**src/rtl/gpio_pad_sequencer.sv**
```systemverilog
// Power-up / sleep-retention sequencer for a bank of sky130 GPIOv2 pads.
// Optional pwr_good loss counter enabled by defining GPIO_PAD_SEQ_FAULT_CNT_EN.
module gpio_pad_sequencer #(
  parameter int unsigned NUM_PADS    = 8,
  parameter int unsigned STEP_CYCLES = 16
) (
  input  logic                clk,
  input  logic                rst_n,
  input  logic                pwr_good,
  input  logic                sleep_req,
  input  logic [NUM_PADS-1:0] hold_mask,
  output logic                enable_h,
  output logic                enable_vddio,
  output logic                enable_vdda_h,
  output logic                enable_vswitch_h,
  output logic                enable_inp_h,
  output logic [NUM_PADS-1:0] hold_h,
  output logic                ready,
  output logic                sleep_ack,
  output logic [7:0]          fault_cnt,
  output logic [2:0]          state_o
);

  typedef enum logic [2:0] {
    OFF        = 3'd0,
    EN_H       = 3'd1,
    EN_VDDA    = 3'd2,
    EN_INP     = 3'd3,
    RUN        = 3'd4,
    HOLD_ENTER = 3'd5,
    SLEEP      = 3'd6,
    WAKE       = 3'd7
  } state_t;

  localparam logic [7:0] TLOAD = 8'(STEP_CYCLES - 1);

  state_t              state, state_nxt;
  logic [7:0]          timer, timer_nxt;
  logic                tdone;
  logic                en_h_nxt, en_vdda_nxt, en_inp_nxt, ready_nxt, ack_nxt;
  logic [NUM_PADS-1:0] hold_nxt;

  assign tdone   = (timer == 8'd0);
  assign state_o = state;

  always_comb begin
    state_nxt = state;
    unique case (state)
      OFF:        if (pwr_good)   state_nxt = EN_H;
      EN_H:       if (tdone)      state_nxt = EN_VDDA;
      EN_VDDA:    if (tdone)      state_nxt = EN_INP;
      EN_INP:     if (tdone)      state_nxt = RUN;
      RUN:        if (sleep_req)  state_nxt = HOLD_ENTER;
      HOLD_ENTER: if (tdone)      state_nxt = SLEEP;
      SLEEP:      if (!sleep_req) state_nxt = WAKE;
      WAKE:       if (tdone)      state_nxt = RUN;
      default:                    state_nxt = OFF;
    endcase
    // Supply loss overrides every other event, including sleep_req.
    if (state != OFF && !pwr_good) state_nxt = OFF;
  end

  always_comb begin
    timer_nxt = '0;
    if (state_nxt inside {EN_H, EN_VDDA, EN_INP, HOLD_ENTER, WAKE}) begin
      if (state_nxt != state) timer_nxt = TLOAD;
      else                    timer_nxt = timer - 8'd1;
    end
  end

  // Outputs are decoded from the next state so they register on the same edge as the state.
  always_comb begin
    en_h_nxt    = (state_nxt != OFF);
    en_vdda_nxt = !(state_nxt inside {OFF, EN_H});
    en_inp_nxt  = !(state_nxt inside {OFF, EN_H, EN_VDDA});
    ready_nxt   = (state_nxt == RUN);
    ack_nxt     = (state_nxt inside {SLEEP, WAKE});
    hold_nxt    = '0;
    unique case (state_nxt)
      RUN:        hold_nxt = '1;
      HOLD_ENTER: hold_nxt = (state == RUN) ? ~hold_mask : hold_h;
      SLEEP,
      WAKE:       hold_nxt = hold_h;
      default:    hold_nxt = '0;
    endcase
  end

  always_ff @(posedge clk) begin
    if (!rst_n) begin
      state            <= OFF;
      timer            <= '0;
      enable_h         <= 1'b0;
      enable_vddio     <= 1'b0;
      enable_vdda_h    <= 1'b0;
      enable_vswitch_h <= 1'b0;
      enable_inp_h     <= 1'b0;
      hold_h           <= '0;
      ready            <= 1'b0;
      sleep_ack        <= 1'b0;
    end else begin
      state            <= state_nxt;
      timer            <= timer_nxt;
      enable_h         <= en_h_nxt;
      enable_vddio     <= en_h_nxt;
      enable_vdda_h    <= en_vdda_nxt;
      enable_vswitch_h <= en_vdda_nxt;
      enable_inp_h     <= en_inp_nxt;
      hold_h           <= hold_nxt;
      ready            <= ready_nxt;
      sleep_ack        <= ack_nxt;
    end
  end

`ifdef GPIO_PAD_SEQ_FAULT_CNT_EN
  logic [7:0] fault_q;

  always_ff @(posedge clk) begin
    if (!rst_n) begin
      fault_q <= '0;
    end else if (state != OFF && !pwr_good && fault_q != 8'hFF) begin
      fault_q <= fault_q + 8'd1;
    end
  end

  assign fault_cnt = fault_q;
`else
  assign fault_cnt = '0;
`endif

endmodule

```
**config.mk**
```make
export PLATFORM = sky130hd
export DESIGN_NAME = gpio_pad_sequencer
export DESIGN_NICKNAME = d
export VERILOG_FILES = /design/src/rtl/gpio_pad_sequencer.sv
export SDC_FILE = /design/constraint.sdc
export NUM_CORES = 1
export LEC_CHECK = 0
export BUFFER_PORTS_ARGS = -buffer_cell sky130_fd_sc_hd__clkbuf_2
export CAP_MARGIN = 20
export CORE_MARGIN = 10
export CORE_UTILIZATION = 49
export DETAILED_ROUTE_END_ITERATION = 7
export GPL_ROUTABILITY_DRIVEN = 0
export PLACE_DENSITY = 0.9
export SYNTH_ARGS = -nofsm -noshare
export SYNTH_HDL_FRONTEND = slang
export SYNTH_SLANG_ARGS = --single-unit
```
**constraint.sdc**
```tcl
create_clock -name clk -period 1.8 [get_ports clk]
set_input_delay 0.09 -clock clk [delete_from_list [all_inputs] [get_ports clk]]
set_output_delay 0.09 -clock clk [all_outputs]
set_load 0.05 [all_outputs]
```
Yosys cells after proc, flatten, opt, wreduce, memory -nomap -nowiden
Index checks and enable logic that the tools add are counted.

ROM bits: 0. Word-level logic and storage cells: 60. Memory bits (writable): 0. Memories: 0. Bits in registers: 24. Latch bits: 0.

Mux-type cells: 12. Bitwise gates (word level): 4. $mul: 0. Equality and inequality tests: 16. Shift operators: 0. Divide/modulo/power cells: 0. $add $sub $neg: 1. Order comparisons: 0. Reductions and logical operators: 18.

Operators with widths (count): $eq A3 B3 Y1 const B (8); $mux W3 (8); $pmux W8 S3 (1); $pmux W3 S7 (1); $eq A3 B2 Y1 const B (4); $reduce_bool A3 Y1 (3); $logic_not A8 Y1 (1); $mux W8 (1); $not A8 Y8 (1); $sub A8 B1 Y8 const B (1); $eq A3 B1 Y1 const B (2); $logic_not A3 Y1 (2); $reduce_bool A5 Y1 (1); $mux W4 (1); $reduce_and A2 Y1 (2); $reduce_bool A2 Y1 (2); $reduce_or A2 Y1 (2); $logic_not A1 Y1 (3); $ne A3 B3 Y1 (1); $not A1 Y1 (3); $reduce_or A3 Y1 (1); $ne A2 B1 Y1 const B (1); $logic_and A1 B1 Y1 (1).

Depth between registers and ports, before layout
Word-level depth: 8. Depth in mapped cells: 6. Depth with buffers taken out: 6.

Least setup slack after synthesis
No wires, ideal clock.

Kind: reg2reg. From: register state[2], in the netlist state_o[2]. To: register hold_h[0]. Clock period less this slack: 1.763 ns. Data required time: 1.739 ns. Data arrival time: 1.702 ns. Library setup time: 0.061 ns. Cell stages (with the launch flop): 5. Setup slack: 0.037 ns. Path through: dfxtp_1 -> buf_2 -> a21oi_1 -> nor4b_4 -> o221a_1.

Longest elaborated chain between the ends: 8.

Ends and longest elaborated chain: start, declared (line 37) `state_t state, state_nxt;`; start signal, assigned (line 101) `state <= state_nxt;`; branches (longest 8 deep; another with $pmux W8 S3); end signal, assigned (line 108) `hold_h <= hold_nxt;`; end, declared (line 17) `output logic [NUM_PADS-1:0] hold_h,`.

Parallel ways; which one is timed is not known. A chain may end at the register's enable or synchronous reset.

Worst setup path in the final report
From: register timer[0]. To: register hold_h[6].

Longest elaborated chain between the ends: 8.

Ends and longest elaborated chain: start, declared (line 38) `logic [7:0] timer, timer_nxt;`; start signal, assigned (line 102) `timer <= timer_nxt;`; $logic_not A8 Y1 (*) (line 43) `assign tdone = (timer == 8'd0);`; $mux W3, on equally long branches; $pmux W3 S7 (*) (line 48) `unique case (state)`; $mux W3 (*) (line 60) `if (state != OFF && !pwr_good) state_nxt = OFF;`; branches (longest 4 deep; another with $pmux W8 S3).

Mark *: on every way between the ends.

==> summary.md <==
| Metric | Value |
|---|---|
| GRT Total Usage | 11.2% |
| Per-cell via count in the routed design | between 5 and 6 |
| Final standard cell count with taps included and fillers excluded | 182 |
| Final wirelength | between 2000 and 3000 µm |
| Via count of the first global-routing pass | around 920 |
| Global-route wire length before repair | about 4200 µm |
| Buffer depth of the longest clock path | 2 |
| Cell depth of the worst flop-to-flop path | 7 |
| Total CTS buffers | 3 |
| Reg-to-reg endpoint | hold_h[6] |
| Total Die Area | around 4700 µm² |
| Number of failing setup endpoints in the final timing report | 0 |
| Placed cell count | 175 |
| CP max-delay cell | dfxtp_2 |
| Core Footprint | 2230 µm² |
| Placed wire-length estimate after detailed placement | 2060 µm |
| Critical path required time | 2.07 ns |
| Clock tree from TritonCTS | yes |
| Max stage delay on crit path | 0.35 ns |
| Cell variety after synth | 34 |
| Layout Area Growth over Synthesis | 18.3% |
| Share of the cycle needed by the critical path after routing | 95.3% |
| Antenna Nets Post-Route | 0 |
| Worst hold slack after final layout | 0.102 ns |
| Commonest cells after routing, fill and taps aside | 29 x clkbuf_2, 22 x dfxtp_1, 12 x nor2_1, 10 x a21oi_1 |
| Cell-by-cell trace of the critical path | inv_1 > ha_2 > nor4b_4 > a21oi_2 > nor4b_4 > buf_4 > o221a_1 |
| Syn. warnings | 0 |
| Cell at the root of the clock tree | clkbuf_4 |
| Most frequent cell on the critical path | nor4b_4 |
| Sequential cell area | a little under 500 µm² |
| RR Startpoint | timer[0] |
| Hold Fails Final Rpt | 0 |
| Number of antenna violations at the first check in global routing | 0 |
| DRC Markers | 0 |
| Combined area of the multi-input logic cells | 597 µm² |
| CTS clock-pin slew for the worst setup and hold paths | around 0.13 ns |
| P_leak | 0.000583 µW |
| Most common cell after layout, fill and taps aside | clkbuf_2 |
| Worst slack at placement | -0.000578 ns |
| Placed standard-cell area | roughly 1300 µm² |
| Avg Synthesized Cell Area | approximately 9.4 µm² |
| Arrival time of data at the critical path endpoint | around 2.0 ns |
| Largest net degree at the start of global routing | 14 |
| Worst-case clock skew | 0.00640 ns |
| Post-DR wirelength/cell | 14.5 µm |
| Number of fill cells in the layout | ~210 |
| Async set or reset register ratio after synthesis | 0% |
| Overflow after GRT | 0 |
| Pwr Density | between 700 and 800 nW/µm² |
| RSZ-0062 raised after global routing | false |
| Number of standard-cell rows in the floorplan | 17 |
| CTS H-tree lvls | 1 |
| Status | complete, no violations |
| Die extent in x | between 60 and 70 µm |
| Critical-path maximum fanout | 6 |
| Category of the critical setup timing path | flip-flop to flip-flop |
| Net count reported at finish | between 150 and 200 |
| Max Cap Violations | 0 |
| Post-synthesis instance area | between 1000 and 1500 µm² |
| Highest achievable clock rate | 583 MHz |
| Number of buffers added on ports | 29 |
| Post-Layout Inst Area | 1360 µm² |
| Antenna Diode Count | 0 |
| Post-Syn Instances | ~120 |
| IO Count | 38 |
| Number of sinks handled by clock tree synthesis | 24 |
| Worst Slack Setup Final | 0.0852 ns |
| Worst Setup SP | timer[0] |
| R2R Setup Slk | 0.09 ns |
| First-pass DRT Iterations | 4 |
| FF+latch count, synth | 24 |
| Worst min-delay path class | primary input to flip-flop |
| Total vias in the final route | slightly below 1000 |
| Starting density of the core | between 50 and 60% |
| Most instantiated flip-flop cell in the synthesis netlist | dfxtp_1 |
| Max rail drop VDD | roughly 0.00055 V |
| Final critical-path required period | 1.71 ns |
| Share of synthesized area occupied by flip-flops and latches | between 40% and 50% |
| Insertion delay of the later-clocked pin in the worst-skew pair | 0.31 ns |
| Endpoint of the most critical setup path | hold_h[6] |
| Number of pins exceeding their max-slew limit in the final report | 0 |
| Initial DRC Count | 42 |
| Element type at the critical path end | flip-flop |
| Number of synthesized flops with an enable pin | 0 |
| Die Ht | 68.4 µm |
| Layout cells sized above 1 | 33.1% |
| Worst Setup Start Kind | flip-flop |
-- worst min-delay path by stage --
stage / slack (ns) / depth (start not counted) / endpoint / startpoint
4_1_cts: 0.09 / 3 / sleep_ack / pwr_good
5_1_grt: 0.1 / 3 / hold_h[0] / hold_mask[0]
3_3_place_gp: 0.41 / 3 / sleep_ack / pwr_good
3_5_place_dp: 0.43 / 3 / sleep_ack / pwr_good
2_1_floorplan: 0.22 / 2 / sleep_ack / pwr_good
6_report: 0.10 / 3 / hold_h[0] / hold_mask[0]
-- routing by layer --
layer | track usage, % | wire (µm)
met1 | 12.8 | 1060
met2 | 19.6 | 1320
met3 | 2.61 | 243
met4 | 4.27 | 17
met5 | 0 | 0
-- per-stage QoR --
stage / setup TNS [ns] / power, µW / util, %
floorplan: 0 / 757 / -
global placement: 0 / 779 / 57.6
detailed placement: -0.000578 / 786 / 57.6
CTS: 0 / 1060 / 59.9
global route: 0 / 1110 / 60.9
finish: 0 / 1070 / 60.9
-- sequential cells by signal, indices dropped and copies added, names as in the netlist --
signal and flops:
state_o 3, enable_vswitch_h 1, enable_vddio 1, hold_h 8, enable_inp_h 1, sleep_ack 1
ready 1, timer 8
-- cell families (layout without fill, tap and decap cells) --
| logic type | after synthesis | count (layout) | synth area share (%) |
|---|---|---|---|
| XOR/XNOR | 8 | 8 | 6.09 |
| flip-flops | 24 | 24 | 41.8 |
| other | 1 | 8 | 0.326 |
| adder cells (fa/ha/maj) | 2 | 2 | 2.18 |
| buffers and inverters | 19 | 44 | 9.68 |
| AND/OR/NAND/NOR | 38 | 38 | 20.2 |
| AO/OA/AOI/OAI | 30 | 30 | 19.7 |
-- synthesized netlist by cell type (2+ instances only) --
cell type,n,share of area [%]
clkbuf_1,2,0.65
xnor2_1,6,4.6
nor4b_4,2,4.1
inv_1,5,1.6
ha_1,2,2.2
or3_1,2,1.1
nor3_1,7,3.0
nand2_1,3,0.98
o21ai_0,4,1.7
nor3b_1,2,1.3
o221a_1,8,7.8
xor2_1,2,1.5
buf_2,2,0.87
a21oi_1,10,4.4
buf_4,10,6.5
dfxtp_1,24,42
nand3_1,2,0.87
nor2_1,13,4.2
-- repair_timing --
action,in CTS,in global routing
buffers inserted,2,1
hold buffers,0,0
pin swaps,1,2
setup endpoints to repair,9,16
gates resized for setup,1,7
-- final cells by class --
type                       count  share of cell area [%]
sequential                    24                    35.5
inverter                       5                    1.38
timing repair buffer          35                    14.0
clock buffer                   4                    2.67
multi-input combinational     86                    43.9
tap                           28                    2.58
-- worst max-delay path: cells and delay by family, from the launching register on --
kind	cells	cell delay, ns
and+or+nand+nor	2	0.58
DFF	1	0.35
AOI/OAI and AO/OA	2	0.30
buffers and inverters	2	0.26
adders and majority gates	1	0.18
-- where the power goes --
group          leakage [µW]  switching [µW]  internal [µW]
logic              0.000366             143           74.0
clock network     0.0000210             158            124
registers          0.000196            20.9            546
total              0.000583             321            744
(Power assumes the default switching activity.)
